## config.mk

```make
export PLATFORM = sky130hd
export DESIGN_NAME = bus_arbiter
export DESIGN_NICKNAME = d
export VERILOG_FILES = /design/src/rtl/bus_arbiter.sv
export SDC_FILE = /design/constraint.sdc
export NUM_CORES = 1
export LEC_CHECK = 0
export CAP_MARGIN = 15
export CORE_AREA = 2 2 111 113
export DETAILED_ROUTE_END_ITERATION = 12
export DIE_AREA = 0 0 113 115
export HOLD_SLACK_MARGIN = 0.05
export PLACE_DENSITY = 0.55
export SYNTH_ARGS = -nofsm -noshare
export SYNTH_HDL_FRONTEND = slang
export SYNTH_SLANG_ARGS = --single-unit
```

## constraint.sdc

```tcl
create_clock -name clk_sys -period 1.8 [get_ports clk_sys]
set_input_delay 0.45 -clock clk_sys [delete_from_list [all_inputs] [get_ports clk_sys]]
set_output_delay 0.45 -clock clk_sys [all_outputs]
set_load 0.02 [all_outputs]
```

## src/rtl/bus_arbiter.sv

```systemverilog
// bus_arbiter: two-master round-robin arbiter for the shared system data bus.
// Bus signals are muxed combinationally from the winner. Read data comes back
// one cycle later, with a valid strobe steered to the master that issued the read.
module bus_arbiter #(
  parameter int MAX_BURST = 4
) (
  input  logic        clk_sys,
  input  logic        reset,
  input  logic        m0_req,
  input  logic [31:0] m0_addr,
  input  logic [31:0] m0_wdata,
  input  logic [3:0]  m0_mask,
  input  logic        m0_we,
  input  logic        m0_re,
  output logic        m0_gnt,
  output logic        m0_rvalid,
  input  logic        m1_req,
  input  logic [31:0] m1_addr,
  input  logic [31:0] m1_wdata,
  input  logic [3:0]  m1_mask,
  input  logic        m1_we,
  input  logic        m1_re,
  output logic        m1_gnt,
  output logic        m1_rvalid,
  output logic [31:0] bus_addr,
  output logic [31:0] bus_wdata,
  output logic [3:0]  bus_mask,
  output logic        bus_we,
  output logic        bus_re,
  input  logic [31:0] bus_rdata,
  output logic [31:0] rdata
);

  localparam int              CW      = $clog2(MAX_BURST + 1);
  localparam logic [CW-1:0]   CNT_MAX = CW'(MAX_BURST);
  localparam logic [CW-1:0]   CNT_ONE = CW'(1);

  // Arbitration state: last granted master and its run length
  logic          owner_reg;
  logic [CW-1:0] cnt_reg;
  // Outstanding read and the master it belongs to
  logic          rd_pend_reg;
  logic          rd_id_reg;

  // Per-master views, indexed by master number
  logic [1:0]  req_vec;
  logic [1:0]  we_vec;
  logic [1:0]  re_vec;
  logic [31:0] addr_arr  [2];
  logic [31:0] wdata_arr [2];
  logic [3:0]  mask_arr  [2];
  logic [1:0]  gnt_vec;
  logic [1:0]  rvalid_vec;

  logic gnt_any;
  logic winner;

  assign req_vec      = {m1_req, m0_req};
  assign we_vec       = {m1_we, m0_we};
  assign re_vec       = {m1_re, m0_re};
  assign addr_arr[0]  = m0_addr;
  assign addr_arr[1]  = m1_addr;
  assign wdata_arr[0] = m0_wdata;
  assign wdata_arr[1] = m1_wdata;
  assign mask_arr[0]  = m0_mask;
  assign mask_arr[1]  = m1_mask;

  // Pick the winner: a lone requester wins outright; under contention the
  // owner keeps the bus until its run reaches MAX_BURST. Nothing wins in reset.
  always_comb begin
    gnt_any = 1'b0;
    winner  = 1'b0;
    if (!reset) begin
      if (req_vec == 2'b11) begin
        gnt_any = 1'b1;
        winner  = (cnt_reg < CNT_MAX) ? owner_reg : ~owner_reg;
      end else if (req_vec[0]) begin
        gnt_any = 1'b1;
        winner  = 1'b0;
      end else if (req_vec[1]) begin
        gnt_any = 1'b1;
        winner  = 1'b1;
      end
    end
  end

  // Drive the shared bus from the winner; a write+read request is a write only
  always_comb begin
    bus_addr  = '0;
    bus_wdata = '0;
    bus_mask  = '0;
    bus_we    = 1'b0;
    bus_re    = 1'b0;
    if (gnt_any) begin
      bus_addr  = addr_arr[winner];
      bus_wdata = wdata_arr[winner];
      bus_mask  = mask_arr[winner];
      bus_we    = we_vec[winner];
      bus_re    = re_vec[winner] & ~we_vec[winner];
    end
  end

  // Track ownership and run length, and remember a granted read for one cycle
  always_ff @(posedge clk_sys) begin
    if (reset) begin
      owner_reg   <= 1'b0;
      cnt_reg     <= '0;
      rd_pend_reg <= 1'b0;
      rd_id_reg   <= 1'b0;
    end else begin
      if (gnt_any) begin
        if (winner == owner_reg) begin
          if (cnt_reg < CNT_MAX) begin
            cnt_reg <= cnt_reg + CNT_ONE;
          end
        end else begin
          owner_reg <= winner;
          cnt_reg   <= CNT_ONE;
        end
      end else begin
        cnt_reg <= '0;
      end
      rd_pend_reg <= bus_re;
      rd_id_reg   <= winner;
    end
  end

  // Grant and read-valid steering; rvalid is masked during reset so a read
  // caught by reset never reports
  for (genvar gi = 0; gi < 2; gi++) begin : g_master
    assign gnt_vec[gi]    = gnt_any & (winner == 1'(gi));
    assign rvalid_vec[gi] = rd_pend_reg & ~reset & (rd_id_reg == 1'(gi));
  end

  assign m0_gnt    = gnt_vec[0];
  assign m1_gnt    = gnt_vec[1];
  assign m0_rvalid = rvalid_vec[0];
  assign m1_rvalid = rvalid_vec[1];
  assign rdata     = bus_rdata;

endmodule
```

==> reports/results.tsv, run 1 <==
metric	value	unit
status	finished, violations left	
violated checks	DRC, setup timing	
FILL cells	1183	
Core Area	11800	sq um
ratio of final minimum period to clock period	122	%
final worst slack	-0.398	ns
FF-to-FF Start	owner_reg	
Slew Viols, Final	0	
Hold Slack	0.547	ns
sink of the worst hold path	cnt_reg[1]	
cts-stage hold buffer count	0	
hpwl dp	7.26	mm
router iterations before antenna repair	8	
largest buffer count on any clock path	2	
most common cell in the netlist	a22o_1	
CP Cell Sequence	buf_6, xnor2_4, a21oi_4, buf_6, buf_12, buf_6, a22o_1, buf_6	
Post-synth EDFFs	0	
post-place setup slack	-1.08	ns
synthesized area per cell	7.53	sq um
first-pass GRT wire length	13.9	mm
area of the mapped netlist	1540	sq um
synth cell count leaders	a22o_1 (60), buf_4 (38), a21oi_1 (23), nand2_1 (21)	
Final Instance Count excl. Fillers	567	
min cycle time layout	2.20	ns
Seq cells post-synth	6	
Cell Pwr Density	380	nW/um^2
Post-Syn Nets	381	
Iter 0 DRT Violations	134	
pin count of the biggest net entering global routing	23	
Final #Nets	599	
# IOs	282	
CP arrival	1.75	ns
max FFs per register	3	
post-synth top area share	34.2	%
layout cells sized above 1	40.5	%
worst slew pin tran	0.241	ns
Most used DFF post-synth	dfxtp_1	
relative slew slack	83.7	%
CP required	1.35	ns
CTS H-Tree Depth	1	
Clock transition at path regs	0.03	ns
FMAX	455	MHz
Leakage	0.00192	uW
Critical Path Fanout Max	7	
CTS buffer count	3	
DR DRC count	20	
Finished Core Util	38.3	%
root buffer cell	clkbuf_16	
DR vias	2491	
global-route usage over all layers	13.6	%
Cells after DPL	531	
drt total wl	10.1	mm
Startpoint Class	flip-flop	
worst vdd ir	0.269	mV
Post-Syn Instances	204	
die area	13000	sq um
hold depth	2	
worst r2r path cells	7	
Worst Hold Launch	cnt_reg[1]	
grt total ovfl	0	
row count	40	
r2r setup slk	0.36	ns
CTS tree	done	
Ys Warns	0	
CP endpoint kind	output pin	
slowest CP cell	dfxtp_4	
Syn-to-layout area delta	195	%
IO Port Bufs	217	
CTS Sinks	6	
reg2reg end	rd_pend_reg	
RSZ-0062 raised after global routing	true	
async set or reset register ratio after synthesis	0	%
crit-path most repeated cell	buf_6	
ant diodes	0	
Starting Density	13.0	%
cell accounting for the most synthesized area	a22o_1	
Final Hold Vio Count	0	
DR WL/cell	17.8	microns
gpl congestion	0.748	
Final setup viols	72	
sequential fraction of the synthesis area	7.82	%
clk_lat worst skew	0.23	ns
dominant cells by area after synthesis	a22o_1 (34%), buf_4 (19%), dfxtp_1 (7.8%)	
WS Path Type	flip-flop to output pin	
worst hold path type	flip-flop to flip-flop	
die width	113	microns
vias in the first global route	2521	
DIE HEIGHT	115	microns
via density per instance	4.39	
post-synth cell types	29	
antenna viol nets, final	0	
max incr delay on CP	0.35	ns
Worst Clk Skew	0.000850	ns
Max Cap Viol	0	
initial antenna violation count	0	
-- cell type report --
type	count	area [sq um]	share of cell area [%]
tap	147	184	4.07
timing repair buffer	269	2910	64.3
inverter	1	3.75	0.0830
clock buffer	3	75.1	1.66
sequential	6	128	2.82
multi-input combinational	141	1220	27.1
-- power breakdown --
group          internal [uW]  total, uW  switching (uW)
clock                    286        368            82.1
combinational            742       1200             462
sequential               139        146            6.76
-- worst max-delay path by stage --
stage	from	to	slack (ns)	depth (start not counted)
2_1_floorplan	reset	bus_addr[0]	-0.08	5
3_3_place_gp	m1_req	bus_wdata[2]	-1.06	6
3_5_place_dp	m1_req	bus_wdata[2]	-1.08	6
4_1_cts	owner_reg	bus_wdata[19]	-0.44	8
5_1_grt	owner_reg	bus_wdata[14]	-0.45	8
6_report	owner_reg	bus_wdata[26]	-0.40	8
-- metal layers --
metal,GRT usage [%],routed length [microns],up-vias
met5,0,0,-
li1,-,-,1170
met2,28.0,5650,135
met1,14.5,3530,1182
met4,3.09,73,0
met3,2.00,821,4
-- per-stage QoR --
| step | setup TNS, ns | area (sq um) | power, uW |
|---|---|---|---|
| 2_1_floorplan | -4.09 | 1640 | 661 |
| 3_3_place_gp | -71.74 | 3800 | 1140 |
| 3_5_place_dp | -72.77 | 3800 | 1150 |
| 4_1_cts | -23.58 | 4280 | 1650 |
| 5_1_grt | -26.73 | 4520 | 1790 |
| 6_report | -23.22 | 4520 | 1720 |
-- placed cells by master, fill, tap and decap left out, types with 2 or more instances in the layout --
| master | count |
|---|---|
| a22o_4 | 10 |
| nor2b_1 | 3 |
| nand3b_1 | 2 |
| buf_16 | 6 |
| a21oi_1 | 12 |
| clkbuf_2 | 3 |
| nor2_1 | 2 |
| buf_2 | 3 |
| o21ai_0 | 2 |
| a21oi_2 | 10 |
| dfxtp_1 | 4 |
| clkbuf_16 | 3 |
| a21oi_4 | 2 |
| buf_12 | 9 |
| buf_4 | 23 |
| o21ba_2 | 10 |
| clkdlybuf4s50_1 | 140 |
| nor3_1 | 2 |
| nand2_1 | 21 |
| buf_6 | 81 |
| clkdlybuf4s15_1 | 2 |
| dfxtp_4 | 2 |
| a22o_1 | 50 |
-- logic make-up after synthesis --
group | share of synthesized area [%]
XOR/XNOR | 1.63
flip-flops | 7.82
AO/OA/AOI/OAI | 53.5
buffers and inverters | 24.6
AND/OR/NAND/NOR | 11.0
multiplexers | 0.652
adder cells (fa/ha/maj) | 0.815
-- worst max-delay path: cells and delay by family (launching register included) --
kind                   cells  cell delay (ns)
XOR/XNOR                   1             0.20
AO/OA/AOI/OAI              2             0.31
flip-flops                 1             0.35
buffers and inverters      5             0.64
-- repair_timing --
item / CTS / global route
pin swaps: 19 / 34
endpoints found under the setup margin: 74 / 72
setup buffers: 16 / 12
resized for setup: 401 / 84
gates cloned: 8 / 0
Power figures use the tool's default switching activity.
==> run 2, diff against run 1 <==
- PLACE_DENSITY: 0.55 -> not set
==> reports/results.tsv, run 2 (same netlist as run 1, synthesis figures left out) <==
metric	value	unit
status	finished, violations left	
violated checks	DRC, setup timing	
Slew Viols, Final	0	
FMAX	466	MHz
pin count of the biggest net entering global routing	28	
worst slew pin tran	0.258	ns
power consumption	1710	uW
ratio of final minimum period to clock period	119	%
initial antenna violation count	0	
# IOs	282	
IO Port Bufs	217	
FF-to-FF Start	owner_reg	
Cells after DPL	528	
die area	13000	sq um
Worst Setup EP	bus_addr[8]	
commonest non-fill, non-tap cell in the layout	clkdlybuf4s50_1	
worst vdd ir	0.253	mV
CTS H-Tree Depth	1	
CP arrival	1.69	ns
CTS Sinks	6	
layout cells sized above 1	40.0	%
hpwl dp	6.91	mm
reg2reg end	rd_pend_reg	
worst hold path type	input pin to flip-flop	
die width	113	microns
DR WL/cell	17.6	microns
max FFs per register	3	
Setup crit start	owner_reg	
max incr delay on CP	0.33	ns
via density per instance	4.34	
Leakage	0.00189	uW
row count	40	
Reg area	125	sq um
root buffer cell	clkbuf_16	
vias in the first global route	2514	
slowest CP cell	dfxtp_2	
Core Area	11800	sq um
WS Path Type	flip-flop to output pin	
Critical Path Fanout Max	8	
relative slew slack	82.6	%
Final #Nets	596	
first-pass GRT wire length	14.0	mm
clk_lat worst skew	0.23	ns
CP Cell Sequence	buf_6, xnor2_4, a21oi_4, buf_6, buf_16, a22o_4, buf_6	
CP endpoint kind	output pin	
met2 usage	25.2	%
Final setup viols	72	
area occupied by multi-input gates	1200	sq um
CP required	1.35	ns
Cell Pwr Density	383	nW/um^2
DR DRC count	20	
CTS tree	done	
commonest non-fill, non-tap cells in the layout	clkdlybuf4s50_1 (140), buf_6 (88), a22o_1 (51)	
router iterations before antenna repair	8	
crit-path most repeated cell	buf_6	
largest buffer count on any clock path	2	
RSZ-0062 raised after global routing	true	
drt total wl	9.92	mm
cts-stage hold buffer count	0	
grt total ovfl	0	
Syn-to-layout area delta	190	%
Iter 0 DRT Violations	75	
r2r setup slk	0.27	ns
CTS buffer count	3	
GR peak layer	met2	
DIE HEIGHT	115	microns
global-route met3 utilization	2.48	%
min cycle time layout	2.14	ns
Max Cap Viol	0	
Clock transition at path regs	0.03	ns
Worst Clk Skew	0.00127	ns
FILL cells	1204	
global-route usage over all layers	13.7	%
final worst slack	-0.344	ns
DR vias	2449	
gpl congestion	0.769	
ant diodes	0	
GR Util met1	16.6	%
Final Hold Vio Count	0	
Startpoint Class	flip-flop	
Starting Density	13.0	%
Final Instance Count excl. Fillers	564	
worst r2r path cells	8	
antenna viol nets, final	0	
==> run 2: cell types whose count changed in the layout (fill, tap and decap cells not counted), sizes merged <==
cell and delta:
clkbuf -1, clkdlybuf4s15 -2
==> run 2: timing repair <==
item / CTS / global route
setup endpoints to repair: 74 / 72
pin swaps: 18 / 28
gates cloned: 9 / 1
gates resized for setup: 447 / 44
setup buffers: 19 / 11
==> run 2: power by group <==
group | internal (uW) | leakage (uW) | switching [uW] | total, uW
clock network | 285 | 0.0000370 | 74.4 | 359
registers | 140 | 0.0000504 | 6.24 | 146
logic | 737 | 0.00181 | 467 | 1200
==> run 2: worst min-delay path by stage <==
stage               depth (start not counted)          to  slack [ns]        from
floorplan                                   2  cnt_reg[1]        0.51  cnt_reg[1]
global placement                            2  cnt_reg[1]        0.52  cnt_reg[1]
CTS                                         2  cnt_reg[1]        0.55  cnt_reg[1]
finish                                      3   rd_id_reg        0.56      m1_req
global route                                3   rd_id_reg        0.58      m1_req
detailed placement                          2  cnt_reg[1]        0.55  cnt_reg[1]
==> run 2: critical path: cells and delay by family, from the launching register on <==
kind | cells | cell delay, ns
buf+inv | 4 | 0.55
compound gates | 2 | 0.35
flops | 1 | 0.33
xor+xnor | 1 | 0.23
==> run 2: through the flow <==
stage | hold WS (ns) | cell area (sq um) | TNS [ns] | utilization [%] | setup WS (ns)
6_report | 0.564 | 4460 | -19.86 | 37.7 | -0.344
5_1_grt | 0.577 | 4460 | -24.17 | 37.7 | -0.400
4_1_cts | 0.551 | 4320 | -22.73 | 36.6 | -0.389
3_5_place_dp | 0.546 | 3760 | -74.53 | 31.8 | -1.08
3_3_place_gp | 0.520 | 3760 | -73.05 | 31.8 | -1.06
2_1_floorplan | 0.508 | 1640 | -4.09 | - | -0.0818
==> run 2: area by class of cell <==
cell class                      instances  area share, %
Sequential cell                         6           2.81
Tap cell                              147           4.13
Multi-Input combinational cell        141           26.9
Clock buffer                            3           1.68
Timing Repair Buffer                  266           64.4
Inverter                                1         0.0842
==> run 2: layer usage <==
layer | vias to the layer above | wire [microns] | share of wire, %
met5 | - | 0 | 0
met4 | 0 | 150 | 1.5
met3 | 10 | 890 | 9.0
met2 | 150 | 5090 | 51
met1 | 1120 | 3790 | 38
li1 | 1169 | - | -
